$ cat config.mk
export PLATFORM = sky130hd
export DESIGN_NAME = multicycle_ctrl
export DESIGN_NICKNAME = d
export VERILOG_FILES = /design/src/rtl/cpu_pkg.sv /design/src/rtl/op_class_decode.sv /design/src/rtl/multicycle_ctrl.sv
export SDC_FILE = /design/constraint.sdc
export NUM_CORES = 1
export LEC_CHECK = 0
export ABC_CLOCK_PERIOD_IN_PS = 3400
export BUFFER_PORTS_ARGS = -buffer_cell sky130_fd_sc_hd__buf_2
export CORE_MARGIN = 3
export CORE_UTILIZATION = 45
export DETAILED_ROUTE_END_ITERATION = 8
export GPL_TIMING_DRIVEN = 0
export PLACE_DENSITY = 0.69
export SYNTH_ARGS = -nofsm -noshare
export SYNTH_HDL_FRONTEND = slang
export SYNTH_HIERARCHICAL = 1
export SYNTH_SLANG_ARGS = --single-unit
$ cat constraint.sdc
create_clock -name clock -period 3.4 [get_ports clock]
set_clock_uncertainty 0.05 [all_clocks]
set_input_delay 0.17 -clock clock [delete_from_list [all_inputs] [get_ports clock]]
set_output_delay 0.17 -clock clock [all_outputs]
set_load 0.01 [all_outputs]
$ cat src/rtl/cpu_pkg.sv
// Shared encodings for the multicycle controller: opcodes, states,
// PCSrc/ALUOp codes and instruction classes.
package cpu_pkg;

    localparam logic [5:0] OP_RTYPE = 6'h00;
    localparam logic [5:0] OP_J     = 6'h02;
    localparam logic [5:0] OP_JAL   = 6'h03;
    localparam logic [5:0] OP_BEQ   = 6'h04;
    localparam logic [5:0] OP_BNE   = 6'h05;
    localparam logic [5:0] OP_LW    = 6'h23;
    localparam logic [5:0] OP_SW    = 6'h2B;
    localparam logic [5:0] FN_JR    = 6'h08;

    localparam logic [1:0] PCSRC_SEQ = 2'b00;
    localparam logic [1:0] PCSRC_BR  = 2'b01;
    localparam logic [1:0] PCSRC_JMP = 2'b10;
    localparam logic [1:0] PCSRC_REG = 2'b11;

    localparam logic [1:0] ALUOP_MEM = 2'b00;
    localparam logic [1:0] ALUOP_BR  = 2'b01;
    localparam logic [1:0] ALUOP_FN  = 2'b10;

    typedef enum logic [2:0] {
        S_FETCH  = 3'd0,
        S_DECODE = 3'd1,
        S_EXEC   = 3'd2,
        S_MEM    = 3'd3,
        S_WB     = 3'd4,
        S_HALT   = 3'd5
    } state_e;

    typedef enum logic [3:0] {
        C_R   = 4'd0,
        C_I   = 4'd1,
        C_LW  = 4'd2,
        C_SW  = 4'd3,
        C_BEQ = 4'd4,
        C_BNE = 4'd5,
        C_J   = 4'd6,
        C_JAL = 4'd7,
        C_JR  = 4'd8,
        C_ILL = 4'd9
    } op_class_e;

endpackage

$ cat src/rtl/op_class_decode.sv
// Maps opcode/funct to one instruction class; anything unknown is C_ILL.
module op_class_decode
    import cpu_pkg::*;
(
    input  logic [5:0] opcode,
    input  logic [5:0] funct,
    output logic [3:0] cls
);

    always_comb begin
        cls = C_ILL;
        case (opcode)
            OP_RTYPE: cls = (funct == FN_JR) ? C_JR : C_R;
            OP_LW:    cls = C_LW;
            OP_SW:    cls = C_SW;
            OP_BEQ:   cls = C_BEQ;
            OP_BNE:   cls = C_BNE;
            OP_J:     cls = C_J;
            OP_JAL:   cls = C_JAL;
            default: begin
                if (opcode[5:3] == 3'b001) cls = C_I;
            end
        endcase
    end

endmodule

$ cat src/rtl/multicycle_ctrl.sv
// Moore control FSM for a multicycle MIPS-style datapath sharing one
// memory port for fetch and data; stalls on mem_ack with a timeout.
module multicycle_ctrl
    import cpu_pkg::*;
#(
    parameter int MEM_TIMEOUT = 255
) (
    input  logic        clock,
    input  logic        reset,
    input  logic [5:0]  Opcode,
    input  logic [5:0]  Function_opcode,
    input  logic        Zero,
    input  logic        mem_ack,
    output logic        mem_req,
    output logic        mem_we,
    output logic        IorD,
    output logic        IRWrite,
    output logic        PCWrite,
    output logic        RegWrite,
    output logic        MemtoReg,
    output logic        RegDST,
    output logic        ALUSrc,
    output logic [1:0]  PCSrc,
    output logic [1:0]  ALUOp,
    output logic [2:0]  state,
    output logic [31:0] retired,
    output logic        fault
);

    localparam int TW = $clog2(MEM_TIMEOUT + 1) + 1;

    state_e       state_q, state_d;
    logic [TW-1:0] wait_q, wait_d;
    logic         fault_q, fault_d;
    logic [31:0]  retired_q, retired_d;
    logic [3:0]   cls_raw;
    op_class_e    cls;
    logic         timeout;

    op_class_decode u_dec (
        .opcode (Opcode),
        .funct  (Function_opcode),
        .cls    (cls_raw)
    );

    assign cls     = op_class_e'(cls_raw);
    assign timeout = (wait_q >= TW'(MEM_TIMEOUT));

    always_ff @(posedge clock) begin
        if (!reset) begin
            state_q   <= S_FETCH;
            wait_q    <= '0;
            fault_q   <= 1'b0;
            retired_q <= '0;
        end else begin
            state_q   <= state_d;
            wait_q    <= wait_d;
            fault_q   <= fault_d;
            retired_q <= retired_d;
        end
    end

    always_comb begin
        state_d   = state_q;
        wait_d    = '0;
        fault_d   = fault_q;
        retired_d = retired_q;
        unique case (state_q)
            S_FETCH: begin
                if (mem_ack) begin
                    state_d = S_DECODE;
                end else if (timeout) begin
                    state_d = S_HALT;
                    fault_d = 1'b1;
                end else begin
                    wait_d = wait_q + 1'b1;
                end
            end
            S_DECODE: state_d = S_EXEC;
            S_EXEC: begin
                unique case (cls)
                    C_R, C_I:   state_d = S_WB;
                    C_LW, C_SW: state_d = S_MEM;
                    C_ILL: begin
                        state_d = S_HALT;
                        fault_d = 1'b1;
                    end
                    default:    state_d = S_FETCH;
                endcase
            end
            S_MEM: begin
                if (mem_ack) begin
                    state_d = (cls == C_SW) ? S_FETCH : S_WB;
                end else if (timeout) begin
                    state_d = S_HALT;
                    fault_d = 1'b1;
                end else begin
                    wait_d = wait_q + 1'b1;
                end
            end
            S_WB:    state_d = S_FETCH;
            S_HALT:  state_d = S_HALT;
            default: state_d = S_HALT;
        endcase
        // Only completed instructions re-enter FETCH from these states
        if (state_d == S_FETCH &&
            (state_q == S_EXEC || state_q == S_MEM || state_q == S_WB)) begin
            retired_d = retired_q + 32'd1;
        end
    end

    always_comb begin
        mem_req  = 1'b0;
        mem_we   = 1'b0;
        IorD     = 1'b0;
        IRWrite  = 1'b0;
        PCWrite  = 1'b0;
        RegWrite = 1'b0;
        MemtoReg = 1'b0;
        RegDST   = 1'b0;
        ALUSrc   = 1'b0;
        PCSrc    = PCSRC_SEQ;
        ALUOp    = ALUOP_MEM;
        // Everything is held off while reset is asserted
        if (reset) begin
            unique case (state_q)
                S_FETCH: begin
                    mem_req = 1'b1;
                    if (mem_ack) begin
                        IRWrite = 1'b1;
                        PCWrite = 1'b1;
                        PCSrc   = PCSRC_SEQ;
                    end
                end
                S_EXEC: begin
                    unique case (cls)
                        C_R: ALUOp = ALUOP_FN;
                        C_I: begin
                            ALUOp  = ALUOP_FN;
                            ALUSrc = 1'b1;
                        end
                        C_LW, C_SW: ALUSrc = 1'b1;
                        C_BEQ: begin
                            ALUOp   = ALUOP_BR;
                            PCSrc   = PCSRC_BR;
                            PCWrite = Zero;
                        end
                        C_BNE: begin
                            ALUOp   = ALUOP_BR;
                            PCSrc   = PCSRC_BR;
                            PCWrite = ~Zero;
                        end
                        C_J: begin
                            PCWrite = 1'b1;
                            PCSrc   = PCSRC_JMP;
                        end
                        C_JAL: begin
                            PCWrite  = 1'b1;
                            PCSrc    = PCSRC_JMP;
                            RegWrite = 1'b1;
                        end
                        C_JR: begin
                            PCWrite = 1'b1;
                            PCSrc   = PCSRC_REG;
                        end
                        default: ;
                    endcase
                end
                S_MEM: begin
                    mem_req = 1'b1;
                    IorD    = 1'b1;
                    mem_we  = (cls == C_SW);
                end
                S_WB: begin
                    RegWrite = 1'b1;
                    MemtoReg = (cls == C_LW);
                    RegDST   = (cls == C_R);
                end
                default: ;
            endcase
        end
    end

    assign state   = state_q;
    assign retired = retired_q;
    assign fault   = fault_q;

endmodule

# After elaboration in Yosys (flattened, before gate mapping)
# Index checks and enable logic that the tools add are counted.
# Widths: inputs -> output; s select.
dict set report word_totals {
  register_bits 45
  in_bits 16
  output_inout_bits 49
  word_cells 92
}
dict set report op_classes {
  addsub 2
  n_lt_le_gt_ge 1
  n_eq_ne 24
  mux 41
  n_bitwise 3
  n_reduce_logical 17
}
# operator n
set op_table {}
lappend op_table {{$add 32x1->32 const B} 1}
lappend op_table {{$pmux 4 s7} 1}
lappend op_table {{$mux 1} 22}
lappend op_table {{$eq 4x3->1 const B} 4}
lappend op_table {{$pmux 3 s5} 1}
lappend op_table {{$eq 6x2->1 const B} 2}
lappend op_table {{$eq 6x3->1 const B} 2}
lappend op_table {{$eq 6x6->1 const B} 2}
lappend op_table {{$mux 3} 4}
lappend op_table {{$reduce_or 2->1} 5}
lappend op_table {{$add 9x1->9 const B} 1}
lappend op_table {{$ge 9x8->1 const B} 1}
lappend op_table {{$pmux 3 s3} 1}
lappend op_table {{$eq 4x2->1 const B} 2}
lappend op_table {{$eq 4x4->1 const B} 2}
lappend op_table {{$mux 2} 4}
lappend op_table {{$mux 4} 2}
lappend op_table {{$eq 3x1->1 const B} 2}
lappend op_table {{$eq 3x2->1 const B} 2}
lappend op_table {{$eq 6x4->1 const B} 1}
lappend op_table {{$logic_not 3->1} 2}
lappend op_table {{$logic_not 6->1} 1}
lappend op_table {{$pmux 1 s2} 3}
lappend op_table {{$pmux 2 s3} 1}
lappend op_table {{14 further kinds} 19}

# Logic depth before layout (Yosys ltp)
# Gate-level depths: netlist of the first run.
dict set report logic_depth {
  depth_word 9
  depth_mapped 13
}

# Hierarchy
# The synthesis of the first run kept the hierarchy.
# module n_inst cells_per_inst area_each_um2 seq_area_each_um2
set modules_own_cells {}
lappend modules_own_cells {multicycle_ctrl 1 310 2537.4 900.9}
lappend modules_own_cells {op_class_decode 1 20 130.1 0.0}

# Least setup slack after synthesis of the first run
# Ideal clock, no wire load.
dict set report synth_path {
  path_type {register to register}
  from {register wait_q[0]}
  to {register retired_q[6], in the netlist retired[6]}
  setup_ns 0.131
  t_arrival_ns 2.778
  required_time_ns 3.219
  setup_slack_ns 0.441
  stages_incl_launch_ff 14
  n_path_buf 3
  cell_sequence {dfxtp_1 ha_1 and3_1 and3_1 ha_1 or2_2 a31oi_1 nor4_2 or3_1 buf_6 buf_6 buf_4 o311ai_1 o41ai_1}
}
dict set report synth_between {
  elab_chain_len 6
}
# element line
set synth_lines {}
lappend synth_lines {{start: declaration} multicycle_ctrl.sv:33} ;# logic [TW-1:0] wait_q, wait_d;
lappend synth_lines {{start signal: assignment} multicycle_ctrl.sv:57} ;# wait_q <= wait_d;
lappend synth_lines {{$ge 9x8->1 *} multicycle_ctrl.sv:47} ;# assign timeout = (wait_q >= TW'(MEM_TIMEOUT));
lappend synth_lines {{$mux 3 *} {multicycle_ctrl.sv:72, multicycle_ctrl.sv:94}}
lappend synth_lines {{$mux 3 (on tied branches)} {multicycle_ctrl.sv:92, multicycle_ctrl.sv:70}}
lappend synth_lines {{$pmux 3 s5 *} multicycle_ctrl.sv:68} ;# unique case (state_q)
lappend synth_lines {{$logic_not 3->1 *} multicycle_ctrl.sv:106} ;# if (state_d == S_FETCH &&
lappend synth_lines {{$logic_and 1x1->1 *} multicycle_ctrl.sv:106}
lappend synth_lines {{end signal: assignment} multicycle_ctrl.sv:59} ;# retired_q <= retired_d;
lappend synth_lines {{end: declaration} multicycle_ctrl.sv:35} ;# logic [31:0] retired_q, retired_d;
# Every way passes the cells marked *; elsewhere a longest branch is shown, timed or not.
# A chain may end at the register's enable or synchronous reset.

# Worst setup path after layout of the first run
# Ends and elaborated chain as after synthesis.

==> summary.txt, run 1 <==
Placed design
  – # port buffers: between 60 and 70
  – Routability-driven placement congestion ratio: about 0.83
  – Pre-CTS WS: 176.8 ps
  – DP Wirelength: ~5 mm

Clock network
  – Clk sink count: 45
  – PostCTS Resize Cnt: 0
  – CTS tree: done
  – TritonCTS Buffers: 5
  – Clock H-tree levels: 2
  – Post-CTS Hold Fix Bufs: 0
  – Clock-pin slew on the worst setup and hold paths: around 90 ps
  – Clock buffer depth: 2
  – Skew-Pair Late Insertion Delay: 310 ps
  – CTS Root Cell: clkbuf_8
  – Post-CTS setup buffers: 0

Layout
  – Area grow syn2layout: 19.23%
  – Share of layout cells above drive strength 1: 24.44%
  – Final Net Count: 419
  – Ant. Diodes: 0

Global routing
  – Largest net degree at the start of global routing: 14
  – Initial antenna violation count: 0
  – M3 GR Usage: under 10%
  – GRT Residual Overflow: 0
  – First-pass GRT wire length: 11.32 mm
  – Number of global-route vias before repair: between 2k and 2.5k
  – Met2 usage: 30.25%
  – GR peak layer: met2
  – GRT Total Usage: 19.44%
  – Met1 Usage GRT: 26.91%

Pwr
  – Worst vdd ir: 0.2013 mV
  – PwrDens: between 300 and 400 nW/um^2
  – Lkg Pwr: 1.187 nW

Yosys
  – Sequential area share after synthesis: about 34%
  – Mapped Cells: 330
  – Post-synth cell types: 56
  – Synth warnings: 6
  – Avg Inst Size Synth: 8.084 um^2
  – Async S/R FF share, synth: 0%
  – Top_reg_cell synth: dfxtp_1
  – #FFs+latches synth: 45
  – Synthesized cell area: around 2700 um^2
  – Mapped Nets: 349
  – EDFF count, synth: 0

STA
  – Worst slew pin tran: a little under 800 ps
  – Final hold violation count: 0
  – Slew margin rel.: ~48%
  – RSZ-0062 raised after global routing: no
  – Final setup TNS: 0 ps
  – Worst setup margin: 211.4 ps
  – Fmax achieved: 313.6 MHz
  – Final setup violation count: 0
  – Final period demand of the worst path: 3189 ps
  – Fin crit share: roughly 94%
  – Pins Over Slew Limit: 0

Critical path
  – Critical Path RT: approximately 3500 ps
  – Crit path DAT: 3320 ps
  – Crit. End Element: register
  – Setup CP Type: register to register
  – Worst-path maximum fanout: 10
  – Worst R2R Start: wait_q[0]
  – Worst R2R Path Depth: 13
  – Critical R2R Capture: retired[6]
  – Worst reg-to-reg setup slack: ~210 ps
  – Setup crit start kind: register

Min path
  – Hold Path Cell Cnt: 2
  – Hold Crit Endpoint: retired[21]
  – Hold WC Path Type: input port to register
  – Min-delay src: reset

Floorplanning
  – # rows: 27
  – Horiz. Die Dim: 82.99 um
  – Starting Density: between 40% and 50%
  – I/O pin cnt: 65
  – Die height: approximately 83 um
  – CORE AREA: 5608 um^2
  – Die area: 6887 um^2

Routing
  – DRC: 0
  – Iteration-0 DRC Markers: 248
  – Final wirelength: 6.659 mm
  – Avg WL per Cell: 14.08 um
  – DRT antenna net count: 0
  – DRT Pass-1 Iters: 4
  – Vias per inst: 5.795
  – Vias: 2741

Status
  – Outcome: completed

Flow run
  – Max Cap Viol: 0
==> synth_stat cells, types with 2 or more instances <==
cell type | count | area [um^2]
a21oi_1 | 37 | 185.2
o21ai_1 | 4 | 20.02
clkbuf_1 | 6 | 22.52
nand4b_1 | 2 | 17.52
nor3_1 | 5 | 25.02
nand3_1 | 11 | 55.05
nand2_1 | 24 | 90.09
o31ai_1 | 14 | 105.1
dfxtp_1 | 45 | 900.9
nor4b_1 | 3 | 26.28
o41ai_1 | 3 | 26.28
buf_6 | 4 | 45.04
nor2_1 | 34 | 127.6
o21a_1 | 2 | 15.01
or2_2 | 2 | 12.51
or3_1 | 10 | 62.56
nor4_2 | 2 | 25.02
ha_1 | 3 | 37.54
or2_1 | 2 | 12.51
and3_1 | 11 | 68.82
nor4_1 | 6 | 37.54
xnor2_1 | 7 | 61.31
nor2b_1 | 3 | 18.77
a31oi_1 | 2 | 12.51
or4_1 | 13 | 97.59
nand2b_1 | 8 | 50.05
nand4_1 | 9 | 56.30
nor3b_1 | 2 | 15.01
or4b_2 | 3 | 30.03
o21ai_0 | 8 | 40.04
inv_1 | 11 | 41.29
nand3b_1 | 3 | 22.52
xor2_1 | 5 | 43.79
buf_2 | 4 | 20.02
==> report_power, final <==
group          internal (mW)  switching, mW
clock                  0.184          0.183
sequential             0.533        0.00719
combinational         0.0520         0.0836
==> cell families (layout without fill, tap and decap cells) <==
| family | Yosys count | in the layout | share of synthesized area, % |
|---|---|---|---|
| AOI/OAI and AO/OA | 80 | 80 | 19.75 |
| xor gates and xnor gates | 12 | 12 | 3.940 |
| adders and majority gates | 3 | 3 | 1.407 |
| buffers and inverters | 28 | 99 | 5.441 |
| DFF | 45 | 45 | 33.77 |
| muxes | 1 | 1 | 0.3752 |
| and+or+nand+nor | 161 | 161 | 35.32 |
==> layout by cell type (no fill, tap or decap), types with 8 or more instances in the layout <==
cell / instances
dfxtp_1: 45
a21oi_1: 37
buf_2: 67
and3_1: 11
nand4_1: 9
nand2b_1: 8
o21ai_0: 8
nand3_1: 11
or3_1: 10
inv_1: 11
o31ai_1: 14
nor2_1: 34
nand2_1: 24
or4_1: 13
==> worst max-delay path: stages, from the launching register on <==
cell and delay, ps:
dfxtp_1 340, ha_1 230, and3_1 220, and3_1 170, ha_1 160, or2_2 310, a31oi_2 190, nor4_2 120
or3_1 380, buf_6 150, buf_6 140, buf_4 180, o311ai_1 290, o41ai_1 130
==> registers in the layout, indices dropped and copies added (netlist names) <==
signal	count
fault	1
state	3
retired	32
wait_q	9
==> per-stage QoR <==
| step | power, mW | hold slack, ps | area (um^2) | instances | util, % |
|---|---|---|---|---|---|
| 2_1_floorplan | 0.6427 | 322.5 | 2668 | 330 | - |
| 3_3_place_gp | 0.6869 | 400.4 | 3073 | 465 | 54.80 |
| 3_5_place_dp | 0.6872 | 406.1 | 3073 | 465 | 54.80 |
| 4_1_cts | 1.054 | 223.0 | 3174 | 473 | 56.60 |
| 5_1_grt | 1.092 | 240.9 | 3181 | 473 | 56.72 |
| 6_report | 1.042 | 225.9 | 3181 | 473 | 56.72 |
==> final cells by class <==
type	instances	area, um^2
sequential	45	900.9
tap	72	90.09
clock buffer	7	96.34
fill	566	2427
clock inverter	1	5.005
multi-input combinational	257	1628
inverter	12	45.04
timing repair buffer	63	315.3
buffer	16	100.1
==> per-layer routing <==
| metal | share of wire [%] | up-vias |
|---|---|---|
| met2 | 45 | 85 |
| met4 | 1.2 | 0 |
| met1 | 48 | 1270 |
| li1 | - | 1378 |
| met3 | 6.0 | 8 |
| met5 | 0 | - |
==> how the worst max path moves through the flow <==
stage | from | endpoint | cells after the start
after floorplan | wait_q[0] | retired[6] | 13
after global placement | wait_q[0] | retired[6] | 13
after detailed placement | wait_q[0] | retired[6] | 13
after CTS | wait_q[0] | retired[6] | 13
after global routing | wait_q[0] | retired[6] | 13
final | wait_q[0] | retired[6] | 13
Power figures use the tool's default switching activity.
==> run 2, diff against run 1 <==
--- a/config.mk
+++ b/config.mk
@@ -12,6 +12,7 @@
 export DETAILED_ROUTE_END_ITERATION = 8
 export GPL_TIMING_DRIVEN = 0
 export PLACE_DENSITY = 0.69
+export REMOVE_ABC_BUFFERS = 1
 export SYNTH_ARGS = -nofsm -noshare
 export SYNTH_HDL_FRONTEND = slang
 export SYNTH_HIERARCHICAL = 1
==> summary.txt, run 2 (synthesis gave the netlist of run 1 again) <==
Clock network
  – Clock-pin slew on the worst setup and hold paths: 90 ps
  – PostCTS Resize Cnt: 2
  – Post-CTS setup buffers: 0
  – Clk sink count: 45
  – Clock H-tree levels: 2
  – CTS tree: done
  – Post-CTS Hold Fix Bufs: 0
  – TritonCTS Buffers: 5
  – CTS Root Cell: clkbuf_8
  – Clock buffer depth: 2
  – Skew-Pair Late Insertion Delay: 300 ps

Routing
  – DRT Pass-1 Iters: 4
  – Met1 WL: a little over 3 mm
  – Final wirelength: 6.341 mm
  – DR top layer: met4
  – Met3 WL: 241 um
  – DRT antenna net count: 0
  – Vias: 2620
  – Avg WL per Cell: 13.84 um
  – Iteration-0 DRC Markers: 147
  – DRC: 0
  – Vias per inst: 5.721
  – Metal2 WL: 2.941 mm

Status
  – Outcome: completed

Critical path
  – Crit. End Element: register
  – Setup CP Type: register to register
  – Slowest stage cell, crit path: or3_4
  – Setup crit start kind: register
  – WP buf/inv: 0
  – CP max stage delay: 570 ps
  – Kind of cell adding the most delay to the critical path: simple AND/OR/NAND/NOR gates
  – Crit path DAT: 3360 ps
  – Critical Path RT: approximately 3600 ps
  – Worst path cell trace: ha_1, and3_1, and3_1, ha_1, or2_2, a31oi_1, nor4_2, or3_4, or4_1, a21oi_1
  – Worst-path maximum fanout: 37

Pwr
  – Share of total power in the clock network: 32.8%
  – Worst vdd ir: 0.2086 mV
  – Net Switching: 0.2662 mW
  – Combinational Power Share: a little under an eighth
  – Seq pwr share: 55.4%
  – Tot Pwr: a little under 1 mW
  – Pint: 0.7178 mW
  – PwrDens: 320.1 nW/um^2
  – Lkg Pwr: 1.134 nW
  – Sw Share: a little over a quarter

Layout
  – Commonest cells after routing, fill and taps aside: 64 x buf_2, 45 x dfxtp_1, 37 x a21oi_1
  – Final Net Count: between 400 and 500
  – Max reg flops: 32
  – Commonest non-fill, non-tap cell in the layout: buf_2
  – Final std cells w/o fill: ~460
  – Area grow syn2layout: 15.24%
  – Ant. Diodes: 0
  – Share of layout cells above drive strength 1: 22.80%
  – Fill cell count: 574
  – Core Util, Final: 54.82%

Floorplanning
  – CORE AREA: 5608 um^2
  – # rows: 27
  – Starting Density: 47.57%
  – I/O pin cnt: between 60 and 70
  – Die area: 6887 um^2
  – Horiz. Die Dim: slightly above 80 um
  – Die height: 82.99 um

Global routing
  – Largest net degree at the start of global routing: 38
  – First-pass GRT wire length: 10.58 mm
  – Number of global-route vias before repair: 2251
  – Initial antenna violation count: 0
  – GRT Residual Overflow: 0
  – GRT Total Usage: 17.83%

Placed design
  – DP Wirelength: roughly 4.5 mm
  – Routability-driven placement congestion ratio: about 0.83
  – # port buffers: 64
  – Dpl cells: 450
  – Pre-CTS WS: -461.1 ps

STA
  – Worst slew pin tran: around 1100 ps
  – Final setup violation count: 0
  – Final period demand of the worst path: 3206 ps
  – Pins Over Slew Limit: 0
  – Final hold violation count: 0
  – Worst setup margin: 193.5 ps
  – Fin crit share: 94.31%
  – Slew margin rel.: around 28%
  – Fmax achieved: 311.9 MHz
  – RSZ-0062 raised after global routing: no

Min path
  – Hold WC Path Type: input port to register

Flow run
  – Max Cap Viol: 0
run 2: changes by cell type in the layout (fill, tap and decap cells not counted), moves of 2 or more:
cell / change
buf_2: -3
buf_6: -4
clkbuf_1: -5
clkbuf_8: -2
run 2: area by class of cell:
class / count / area (um^2) / area share, %
clock buffer: 6 / 72.57 / 2.361
clock inverter: 2 / 10.01 / 0.3256
inverter: 12 / 45.04 / 1.465
multi-input combinational: 257 / 1635 / 53.19
sequential: 45 / 900.9 / 29.30
tap: 72 / 90.09 / 2.930
timing repair buffer: 64 / 320.3 / 10.42
run 2: power groups by stage:
stage	combinational [mW]	clock, mW	sequential [mW]
2_1_floorplan	0.0699	0	0.557
3_3_place_gp	0.111	0	0.558
3_5_place_dp	0.113	0	0.558
4_1_cts	0.114	0.334	0.545
5_1_grt	0.129	0.361	0.547
6_report	0.116	0.323	0.545
run 2: final timing paths:
kind / start / to / slack [ps] / cells past startpoint
setup / recovery: wait_q[0] / retired[12] / 190 / 10
hold reg to reg: wait_q[0] / wait_q[0] / 420 / 1
setup reg to reg: wait_q[0] / retired[12] / 190 / 10
hold / removal: reset / retired[16] / 140 / 2
run 2: per-stage QoR:
step / area (um^2) / setup TNS, ps / hold WS, ps
floorplan: 2567 / 0 / 237.5
global placement: 2978 / -7472 / 393.5
detailed placement: 2978 / -8829 / 404.2
CTS: 3065 / 0 / 136.5
global route: 3074 / 0 / 143.8
finish: 3074 / 0 / 139.8
run 2: per-layer routing:
layer / track usage, % / vias up
met3: 3.373 / 10
li1: - / 1337
met5: 0 / -
met4: 5.944 / 0
met1: 24.13 / 1226
met2: 28.50 / 47
==> run 3, diff against run 2 <==
--- a/config.mk
+++ b/config.mk
@@ -15,5 +15,4 @@
 export REMOVE_ABC_BUFFERS = 1
 export SYNTH_ARGS = -nofsm -noshare
 export SYNTH_HDL_FRONTEND = slang
-export SYNTH_HIERARCHICAL = 1
 export SYNTH_SLANG_ARGS = --single-unit
==> summary.txt, run 3 <==
Yosys
  – EDFF count, synth: 0
  – Mapped Cells: 343
  – Adder-Cell Fraction of Synth Area: 1.391%
  – Compound-cell area share of the yosys netlist: around a fifth
  – Largest family of logic cells by synthesized area: simple AND/OR/NAND/NOR gates
  – Post-synth cell types: between 50 and 60
  – Synth warnings: 0
  – Multiplexer area fraction after synthesis: 1.484%
  – Synthesized cell area: approximately 2700 um^2
  – Async S/R FF share, synth: 0%
  – XOR/XNOR share of the synthesized area: 2.921%
  – #FFs+latches synth: 45
  – Avg Inst Size Synth: about 8 um^2
  – Synth area leaders: dfxtp_1 33%, a21oi_1 6.3%, o31ai_1 5.0%
  – Synth top area share: 33.38%
  – Post-synth top area cell: dfxtp_1
  – Top cells by count, synth: 45 x dfxtp_1, 34 x a21oi_1, 33 x nor2_1, 31 x nand2_1
  – Sequential area share after synthesis: 33.38%
  – Most frequent cell after synthesis: dfxtp_1
  – Top_reg_cell synth: dfxtp_1
  – Fraction of the mapped netlist area in simple logic gates: 34.35%

Status
  – Outcome: completed

Critical path
  – Crit path DAT: 2770 ps
  – Worst path cell trace: and2b_1, inv_1, o31ai_4, o211ai_4, or4_1, a21oi_1
  – Setup CP Type: register to register
  – CP max stage delay: 620 ps
  – Critical Path RT: 3570 ps
  – CP startpoint: state[1]
  – WP buf/inv: 1
  – Slowest stage cell, crit path: or4_1
  – Crit. End Element: register
  – Worst R2R Start: state[1]
  – Worst-path maximum fanout: 46
  – Setup crit start kind: register
  – Kind of cell adding the most delay to the critical path: compound AO/OA/AOI/OAI gates

Routing
  – DRT Pass-1 Iters: 4
  – Vias per inst: 5.726
  – Avg WL per Cell: roughly 13 um
  – Final wirelength: 6.238 mm
  – Vias: 2674
  – Iteration-0 DRC Markers: 200
  – DRC: 0
  – DRT antenna net count: 0

Layout
  – Fill cell count: roughly 520
  – Area grow syn2layout: 15.76%
  – Ant. Diodes: 0
  – Commonest cells after routing, fill and taps aside: 64 x buf_2, 45 x dfxtp_1, 34 x a21oi_1
  – Final Net Count: 413
  – Max reg flops: 32
  – Commonest non-fill, non-tap cell in the layout: buf_2
  – Final std cells w/o fill: 467
  – Share of layout cells above drive strength 1: 21.77%

Floorplanning
  – Die height: approximately 83 um
  – Die area: just under 7000 um^2
  – Horiz. Die Dim: 83.45 um
  – I/O pin cnt: 65
  – # rows: 27
  – CORE AREA: 5642 um^2
  – Starting Density: around 48%

Clock network
  – Clock buffer depth: 2
  – CTS tree: done
  – PostCTS Resize Cnt: 0
  – CTS Root Cell: clkbuf_8
  – Clk sink count: 45
  – Clock-pin slew on the worst setup and hold paths: 90 ps
  – Clock H-tree levels: 2
  – TritonCTS Buffers: 5
  – Skew-Pair Late Insertion Delay: 300 ps
  – Post-CTS setup buffers: 0
  – Post-CTS Hold Fix Bufs: 0

Pwr
  – Tot Pwr: 1.070 mW
  – PwrDens: 342.4 nW/um^2
  – Lkg Pwr: 1.180 nW
  – Worst vdd ir: 0.2308 mV

STA
  – Slew margin rel.: between 30 and 40%
  – Hold slack: 190.6 ps
  – Pins Over Slew Limit: 0
  – Final setup TNS: 0 ps
  – Fin crit share: 76.49%
  – Worst slew pin tran: 1010 ps
  – Final setup violation count: 0
  – RSZ-0062 raised after global routing: no
  – Final period demand of the worst path: 2601 ps
  – Fmax achieved: between 300 and 400 MHz
  – Final hold violation count: 0

Global routing
  – Largest net degree at the start of global routing: 47
  – GRT Total Usage: 18.18%
  – First-pass GRT wire length: 10.90 mm
  – GRT Residual Overflow: 0
  – Number of global-route vias before repair: 2398
  – Initial antenna violation count: 0

Min path
  – Hold WC Path Type: input port to register
  – Min-delay src: reset

Flow run
  – Max Cap Viol: 0

Placed design
  – # port buffers: between 60 and 70
  – Routability-driven placement congestion ratio: 0.9083
  – DP Wirelength: 4.469 mm
  – Dpl cells: 459
[run 3: per-layer routing]
metal	vias to the layer above	track usage [%]	part of all wire, %
li1	1374	-	-
met1	1229	25.43	49
met2	64	28.86	45
met3	7	3.274	5.4
met4	0	4.825	0.82
met5	-	0	0
[run 3: worst paths after layout]
kind              slack, ps  cells past startpoint           to
setup / recovery        800                      6  retired[19]
hold / removal          190                      2     state[2]
setup reg to reg        800                      6  retired[19]
hold reg to reg         420                      1    wait_q[0]
[run 3: final cells by class]
| type | count | area, um^2 | area share [%] |
|---|---|---|---|
| Multi-Input combinational cell | 265 | 1649 | 52.78 |
| Tap cell | 72 | 90.09 | 2.883 |
| Clock buffer | 5 | 68.82 | 2.203 |
| Clock inverter | 3 | 46.29 | 1.482 |
| Timing Repair Buffer | 64 | 320.3 | 10.25 |
| Inverter | 13 | 48.80 | 1.562 |
| Sequential cell | 45 | 900.9 | 28.83 |
[run 3: where the power goes]
group,internal (mW),switching (mW)
combinational,0.0401,0.0727
clock,0.220,0.190
sequential,0.533,0.0144
[run 3: kinds of logic (layout without fill, tap and decap cells)]
group,Yosys count,after routing
muxes,4,4
adders and majority gates,3,3
and+or+nand+nor,162,162
buffers and inverters,33,85
xor gates and xnor gates,9,9
AOI/OAI and AO/OA,87,87
DFF,45,45
[run 3: per-stage QoR]
| step | instance area (um^2) | utilization, % | setup WS, ps |
|---|---|---|---|
| CTS | 3124 | 55.38 | 817.3 |
| global placement | 3009 | 53.34 | 875.0 |
| floorplan | 2599 | - | 1133 |
| detailed placement | 3009 | 53.34 | 827.9 |
| global route | 3124 | 55.38 | 584.5 |
| finish | 3124 | 55.38 | 799.3 |
